--- config.mk ---
export PLATFORM = sky130hd
export DESIGN_NAME = result_monitor_flat
export DESIGN_NICKNAME = d
export VERILOG_FILES = /design/src/rtl/result_monitor_if.sv /design/src/rtl/result_monitor.sv /design/src/flat_wrapper.sv
export SDC_FILE = /design/constraint.sdc
export NUM_CORES = 1
export LEC_CHECK = 0
export BUFFER_PORTS_ARGS = -buffer_cell sky130_fd_sc_hd__buf_2
export CAP_MARGIN = 20
export CORE_MARGIN = 2
export CORE_UTILIZATION = 54
export CTS_CLUSTER_DIAMETER = 50
export DETAILED_ROUTE_END_ITERATION = 6
export PLACE_DENSITY = 0.93
export SLEW_MARGIN = 40
export SYNTH_ARGS = -nofsm -noshare
export SYNTH_HDL_FRONTEND = slang
export SYNTH_SLANG_ARGS = --single-unit
export TNS_END_PERCENT = 50
--- constraint.sdc ---
create_clock -name clk -period 5 [get_ports clk]
set_input_delay 0.25 -clock clk [delete_from_list [all_inputs] [get_ports clk]]
set_output_delay 0.25 -clock clk [all_outputs]
set_load 0.02 [all_outputs]
--- src/rtl/result_monitor_if.sv ---
// Data-memory write bus as seen by the result monitor.
// The master drives address, data and write enable; the monitor only observes.
interface result_monitor_if #(
  parameter int unsigned ADDR_W = 30,
  parameter int unsigned DATA_W = 32
);
  logic [ADDR_W-1:0] addr;
  logic [DATA_W-1:0] data;
  logic              wen;

  modport master (output addr, output data, output wen);
  modport slave  (input  addr, input  data, input  wen);
endinterface

--- src/rtl/result_monitor.sv ---
// Self-checking result monitor for CPU/cache system benches.
// Watches the data-memory write bus. A begin-symbol write to the test port
// arms a run. Each later distinct test-port write is compared against an
// external expected-value table, indexed by exp_idx. The block counts
// mismatches and CHECK cycles, keeps the first failure, and holds a
// PASS/FAIL/TIMEOUT/SHORT report until cleared.
module result_monitor #(
  parameter int unsigned              ADDR_W      = 30,
  parameter int unsigned              DATA_W      = 32,
  parameter logic [ADDR_W-1:0]        TEST_PORT   = 'h40,
  parameter logic [DATA_W-1:0]        BEGIN_SYM   = 'h932,
  parameter logic [DATA_W-1:0]        END_SYM     = 'hD5D,
  parameter int unsigned              NUM_CHECKS  = 61,
  parameter int unsigned              IDX_W       = 6,
  parameter int unsigned              ERR_W       = 8,
  parameter int unsigned              DUR_W       = 16,
  parameter logic [DUR_W-1:0]         TIMEOUT_CYC = 'hFFFF
) (
  input  logic               clk,
  input  logic               rst,
  result_monitor_if.slave    bus,
  input  logic               clear,
  output logic [IDX_W-1:0]   exp_idx,
  input  logic [DATA_W-1:0]  exp_data,
  output logic [ERR_W-1:0]   error_num,
  output logic [DUR_W-1:0]   duration,
  output logic               finish,
  output logic [1:0]         status,
  output logic               first_err_valid,
  output logic [IDX_W-1:0]   first_err_idx,
  output logic [DATA_W-1:0]  first_err_got,
  output logic [DATA_W-1:0]  first_err_exp
);

  // Control states
  localparam logic [1:0] S_IDLE   = 2'd0;
  localparam logic [1:0] S_CHECK  = 2'd1;
  localparam logic [1:0] S_REPORT = 2'd2;

  // Report codes
  localparam logic [1:0] ST_PASS    = 2'd0;
  localparam logic [1:0] ST_FAIL    = 2'd1;
  localparam logic [1:0] ST_TIMEOUT = 2'd2;
  localparam logic [1:0] ST_SHORT   = 2'd3;

  localparam logic [IDX_W-1:0] LAST_IDX = IDX_W'(NUM_CHECKS - 1);
  localparam logic [DUR_W-1:0] TO_LAST  = TIMEOUT_CYC - DUR_W'(1);
  localparam bit               TO_EN    = (TIMEOUT_CYC != '0);

  logic [1:0]       state;
  logic [1:0]       state_next;
  logic [1:0]       status_next;
  logic             armed;
  logic             accept;
  logic             in_check;
  logic             score;
  logic             hit_begin;
  logic             hit_short;
  logic             hit_timeout;
  logic             done_full;
  logic             err_hit;
  logic [ERR_W-1:0] err_next;
  logic [DUR_W-1:0] dur_next;

  // Write qualification: a write held high across stall cycles is taken once,
  // because any cycle with wen=1 disarms until wen drops again.
  always_comb begin
    accept    = bus.wen & armed & (bus.addr == TEST_PORT);
    in_check  = (state == S_CHECK);
    score     = in_check & accept;
    hit_begin = (state == S_IDLE) & accept & (bus.data == BEGIN_SYM);
  end

  // Scoring and termination conditions for the current CHECK cycle
  always_comb begin
    done_full   = score & (exp_idx == LAST_IDX);
    hit_short   = score & (bus.data == END_SYM) & (exp_idx < LAST_IDX);
    // An early terminal symbol is a mismatch even if the table happened to hold it
    err_hit     = score & ((bus.data != exp_data) | hit_short);
    hit_timeout = TO_EN & in_check & (duration == TO_LAST);
    err_next    = (err_hit && (error_num != '1)) ? error_num + ERR_W'(1) : error_num;
    dur_next    = (duration != '1) ? duration + DUR_W'(1) : duration;
  end

  // Report code chosen on the way into REPORT: completion > SHORT > TIMEOUT
  always_comb begin
    status_next = status;
    if (done_full) begin
      status_next = (err_next == '0) ? ST_PASS : ST_FAIL;
    end else if (hit_short) begin
      status_next = ST_SHORT;
    end else if (hit_timeout) begin
      status_next = ST_TIMEOUT;
    end
  end

  // Next-state decode
  always_comb begin
    state_next = state;
    case (state)
      S_IDLE: begin
        if (hit_begin) state_next = S_CHECK;
      end
      S_CHECK: begin
        if (done_full || hit_short || hit_timeout) state_next = S_REPORT;
      end
      S_REPORT: begin
        if (clear) state_next = S_IDLE;
      end
      default: state_next = S_IDLE;
    endcase
  end

  // Report flag is a pure decode of the state register
  always_comb begin
    finish = (state == S_REPORT);
  end

  // Edge detector on the write enable
  always_ff @(posedge clk or negedge rst) begin
    if (!rst) begin
      armed <= 1'b1;
    end else begin
      armed <= ~bus.wen;
    end
  end

  // Control state register
  always_ff @(posedge clk or negedge rst) begin
    if (!rst) begin
      state <= S_IDLE;
    end else begin
      state <= state_next;
    end
  end

  // Run counters and report code; frozen outside CHECK except at arm time
  always_ff @(posedge clk or negedge rst) begin
    if (!rst) begin
      error_num <= '1;
      duration  <= '0;
      exp_idx   <= '0;
      status    <= ST_PASS;
    end else if (hit_begin) begin
      error_num <= '0;
      duration  <= '0;
      exp_idx   <= '0;
      status    <= ST_PASS;
    end else if (in_check) begin
      duration  <= dur_next;
      error_num <= err_next;
      if (score) begin
        exp_idx <= exp_idx + IDX_W'(1);
      end
      if (state_next == S_REPORT) begin
        status <= status_next;
      end
    end
  end

  // First-failure capture; only the earliest mismatch of a run is kept
  always_ff @(posedge clk or negedge rst) begin
    if (!rst) begin
      first_err_valid <= 1'b0;
      first_err_idx   <= '0;
      first_err_got   <= '0;
      first_err_exp   <= '0;
    end else if (hit_begin) begin
      first_err_valid <= 1'b0;
      first_err_idx   <= '0;
      first_err_got   <= '0;
      first_err_exp   <= '0;
    end else if (err_hit && !first_err_valid) begin
      first_err_valid <= 1'b1;
      first_err_idx   <= exp_idx;
      first_err_got   <= bus.data;
      first_err_exp   <= exp_data;
    end
  end

endmodule

--- src/flat_wrapper.sv ---
// flat-port wrapper written by rule: the top's interface ports become plain ports
module result_monitor_flat 
#(
  parameter int unsigned              ADDR_W      = 30,
  parameter int unsigned              DATA_W      = 32,
  parameter logic [ADDR_W-1:0]        TEST_PORT   = 'h40,
  parameter logic [DATA_W-1:0]        BEGIN_SYM   = 'h932,
  parameter logic [DATA_W-1:0]        END_SYM     = 'hD5D,
  parameter int unsigned              NUM_CHECKS  = 61,
  parameter int unsigned              IDX_W       = 6,
  parameter int unsigned              ERR_W       = 8,
  parameter int unsigned              DUR_W       = 16,
  parameter logic [DUR_W-1:0]         TIMEOUT_CYC = 'hFFFF
)
  (clk, rst, clear, exp_idx, exp_data, error_num, duration, finish, status, first_err_valid, first_err_idx, first_err_got, first_err_exp, bus_addr, bus_data, bus_wen);
  result_monitor_if #(.ADDR_W(ADDR_W), .DATA_W(DATA_W)) bus_i ();
  input  logic clk;
  input  logic rst;
  input  logic clear;
  output logic [IDX_W-1:0] exp_idx;
  input  logic [DATA_W-1:0] exp_data;
  output logic [ERR_W-1:0] error_num;
  output logic [DUR_W-1:0] duration;
  output logic finish;
  output logic [1:0] status;
  output logic first_err_valid;
  output logic [IDX_W-1:0] first_err_idx;
  output logic [DATA_W-1:0] first_err_got;
  output logic [DATA_W-1:0] first_err_exp;
  input wire logic [$bits(bus_i.addr)-1:0] bus_addr;
  input wire logic [$bits(bus_i.data)-1:0] bus_data;
  input wire logic [$bits(bus_i.wen)-1:0] bus_wen;
  assign bus_i.addr = bus_addr;
  assign bus_i.data = bus_data;
  assign bus_i.wen = bus_wen;
  result_monitor #(.ADDR_W(ADDR_W), .DATA_W(DATA_W), .TEST_PORT(TEST_PORT), .BEGIN_SYM(BEGIN_SYM), .END_SYM(END_SYM), .NUM_CHECKS(NUM_CHECKS), .IDX_W(IDX_W), .ERR_W(ERR_W), .DUR_W(DUR_W), .TIMEOUT_CYC(TIMEOUT_CYC)) u_core (.clk(clk), .rst(rst), .bus(bus_i), .clear(clear), .exp_idx(exp_idx), .exp_data(exp_data), .error_num(error_num), .duration(duration), .finish(finish), .status(status), .first_err_valid(first_err_valid), .first_err_idx(first_err_idx), .first_err_got(first_err_got), .first_err_exp(first_err_exp));
endmodule
==> run_results.csv <==
group,metric,value,unit
outcome,status,"completed",
floorplanning,fp.dieH,104,um
logic_synthesis,synth_xor_area_share,8.36,%
clock_tree,h-tree-depth,3,
clock_tree,cts_setup_buffers,0,
sta,worst_slew_pin_slew,0.660,ns
logic_synthesis,synth_edf_count,0,
logic_synthesis,ys_seq_area_share,48.9,%
logic_synthesis,synthSimpleGateAreaFrac,22.0,%
grt,grt_overflow_total,0,
route,wire_per_inst,17.7,um
worst_setup_path,crit_fanout,45,
grt,grt_antenna_before_repair,0,
route,drc,0,
route,postRouteAntennaNets,0,
route,drtIter0Drc,409,
final_layout,utilization,68.7,%
sta,fmax,318,MHz
logic_synthesis,yosysUniqueCellTypes,47,
final_layout,layout_commonest_cell,"buf_2",
logic_synthesis,synth_top_family_by_area,"simple AND/OR/NAND/NOR gates",
logic_synthesis,synthMuxAreaShare,1.10,%
clock_tree,root_buffer,"clkbuf_8",
logic_synthesis,synth_cells,581,
logic_synthesis,synth.cell_area,5450,sq um
logic_synthesis,synthFlopType,"dfrtp_1",
grt,grt_pass1_vias,4885,
floorplanning,die_area,10900,sq um
sta,fin_tns_setup,0,ns
sta,slew_headroom,54.8,%
pwr,p_total,1.45,mW
final_layout,diodes,0,
sta,finalClockSkew,0.0208,ns
worst_setup_path,required,5.29,ns
sta,hold_violations,0,
floorplanning,die_w,104,um
final_layout,layout_common_cells,"buf_2 (200), nand2_1 (148), dfrtp_1 (97)",
worst_setup_path,crit_type,"reg2reg",
sta,period_share,62.8,%
final_layout,drive_above_1_share,35.2,%
worst_setup_path,cp-end-kind,"register",
final_layout,nNetsFinal,875,
logic_synthesis,async_flop_share,100,%
sta,slew_violations,0,
sta,setup_viol,0,
route,vias,5240,
route,drt-pass1-iter-count,6,
min_path,hold_path_class,"in2reg",
grt,track_usage,29.2,%
pwr,leakage,3.30,nW
floorplanning,core,9770,sq um
logic_synthesis,synth_adder_area_share,1.15,%
worst_setup_path,cp.arrival,3.44,ns
logic_synthesis,synth_compound_area_share,13.8,%
route,drt-total-wl,16.1,mm
pwr,peakVddDrop,0.000130,V
placed_design,io_buffer_count,201,
clock_tree,cts_buffer_depth,2,
route,viasPerCell,5.76,
sta,period_minus_slack,3.14,ns
worst_setup_path,critPathLaunchType,"register",
logic_synthesis,synth_seq_cells,106,
sta,whs,0.0631,ns
clock_tree,cts.sinks,106,
logic_synthesis,yosysWarnings,0,
floorplanning,num_rows,36,
final_layout,area_delta_synth_final,23.2,%
sta,rsz0062_at_grt,"false",
clock_tree,cts_tree,"built",
placed_design,gp_congestion,1.01,
logic_synthesis,syn_avg_cell_area,9.37,sq um
pwr,p_per_area,216,nW/um^2
floorplanning,ios,202,
clock_tree,worstSkewPairLatency,0.38,ns
clock_tree,numCtsBuffers,9,
grt,grt_pass1_wl,25.0,mm
grt,grt_max_degree,81,
floorplanning,start_util,55.7,%
clock_tree,cts.clk_slew.worst_paths,0.11,ns
placed_design,dp_hpwl,12.0,mm
job,maxCapViolations,0,
logic_synthesis,synth_nets,684,
[what timing repair did]
action / 4_1_cts / 5_1_grt
hold buffers: 2 / 0
resized for setup: 0 / 0
endpoints found under the hold margin: 45 / 0
[worst max-delay path, cell delays in order (launching register included)]
cell and delay, ns:
dfrtp_1 0.45, and4_1 0.23, or4_4 0.52, nor3_4 0.20, or3_1 0.27, and3b_4 0.45, buf_12 0.27, buf_4 0.43
nand2_1 0.15, o21ai_2 0.08
[stage by stage]
stage	cell area [sq um]	setup slack (ns)	cells
floorplan	5450	2.59	581
global placement	6450	1.68	889
detailed placement	6500	1.93	891
CTS	6690	1.90	908
global route	6710	1.66	909
finish	6710	1.86	909
[area by class of cell]
type	instances	area, sq um
flip-flops and latches	106	2660
multi-input cells	434	2540
clock inverters	5	28.8
fillers	758	3060
clock buffers	10	138
inverters	9	33.8
well taps	133	166
repair buffers	212	1140
[layer usage]
metal	vias to the layer above	share of wire [%]	GRT usage [%]
li1	2385	-	-
met5	-	0	0
met3	65	9.0	7.27
met1	2476	38	35.7
met2	314	49	48.9
met4	0	3.7	12.8
[synthesized netlist by cell type (all sizes together) (4+ instances only)]
cell	n	area, sq um
nand2	148	556
dfrtp	97	2430
o21ai	78	503
xor2	41	359
nor2	31	116
nor4	18	119
buf	16	163
clkbuf	16	60.1
nand3	15	75.1
nand4	14	87.6
xnor2	11	96.3
dfstp	9	236
inv	9	33.8
a21oi	8	40.0
and3	7	43.8
mux2i	6	60.1
a211oi	5	37.5
ha	5	62.6
nor2b	4	25.0
nor3	4	31.3
o31ai	4	30.0
[power breakdown]
group | internal, mW | switching, mW | total [mW]
clock | 0.191 | 0.289 | 0.480
sequential | 0.858 | 0.0000670 | 0.858
combinational | 0.0442 | 0.0698 | 0.114
total | 1.09 | 0.359 | 1.45
[state kept, by name, indices dropped and copies added, names as in the netlist]
name	flops
u_core.armed	1
u_core.duration	16
u_core.error_num	8
u_core.exp_idx	6
u_core.first_err_exp	32
u_core.first_err_got	32
u_core.first_err_idx	6
u_core.first_err_valid	1
u_core.state	2
u_core.status	2
[cells by family after synthesis]
group | count (synthesis)
xor gates and xnor gates | 52
DFF | 106
adders and majority gates | 5
muxes | 6
AOI/OAI and AO/OA | 112
and+or+nand+nor | 259
buffers and inverters | 41
[path summary, 6_finish.rpt]
path / startpoint / end / slack (ns) / cells past startpoint
setup / recovery: u_core.exp_idx[4] / u_core.first_err_exp[5] / 1.86 / 9
min in group asynchronous: rst / u_core.duration[1] / 0.44 / 2
max in group asynchronous: rst / u_core.first_err_valid / 3.41 / 3
hold / removal: clear / u_core.state[1] / 0.06 / 2
setup reg to reg: u_core.exp_idx[4] / u_core.first_err_exp[5] / 1.86 / 9
hold reg to reg: u_core.first_err_got[5] / u_core.first_err_got[5] / 0.53 / 2
Note: power is estimated with default switching activity, not from simulation.
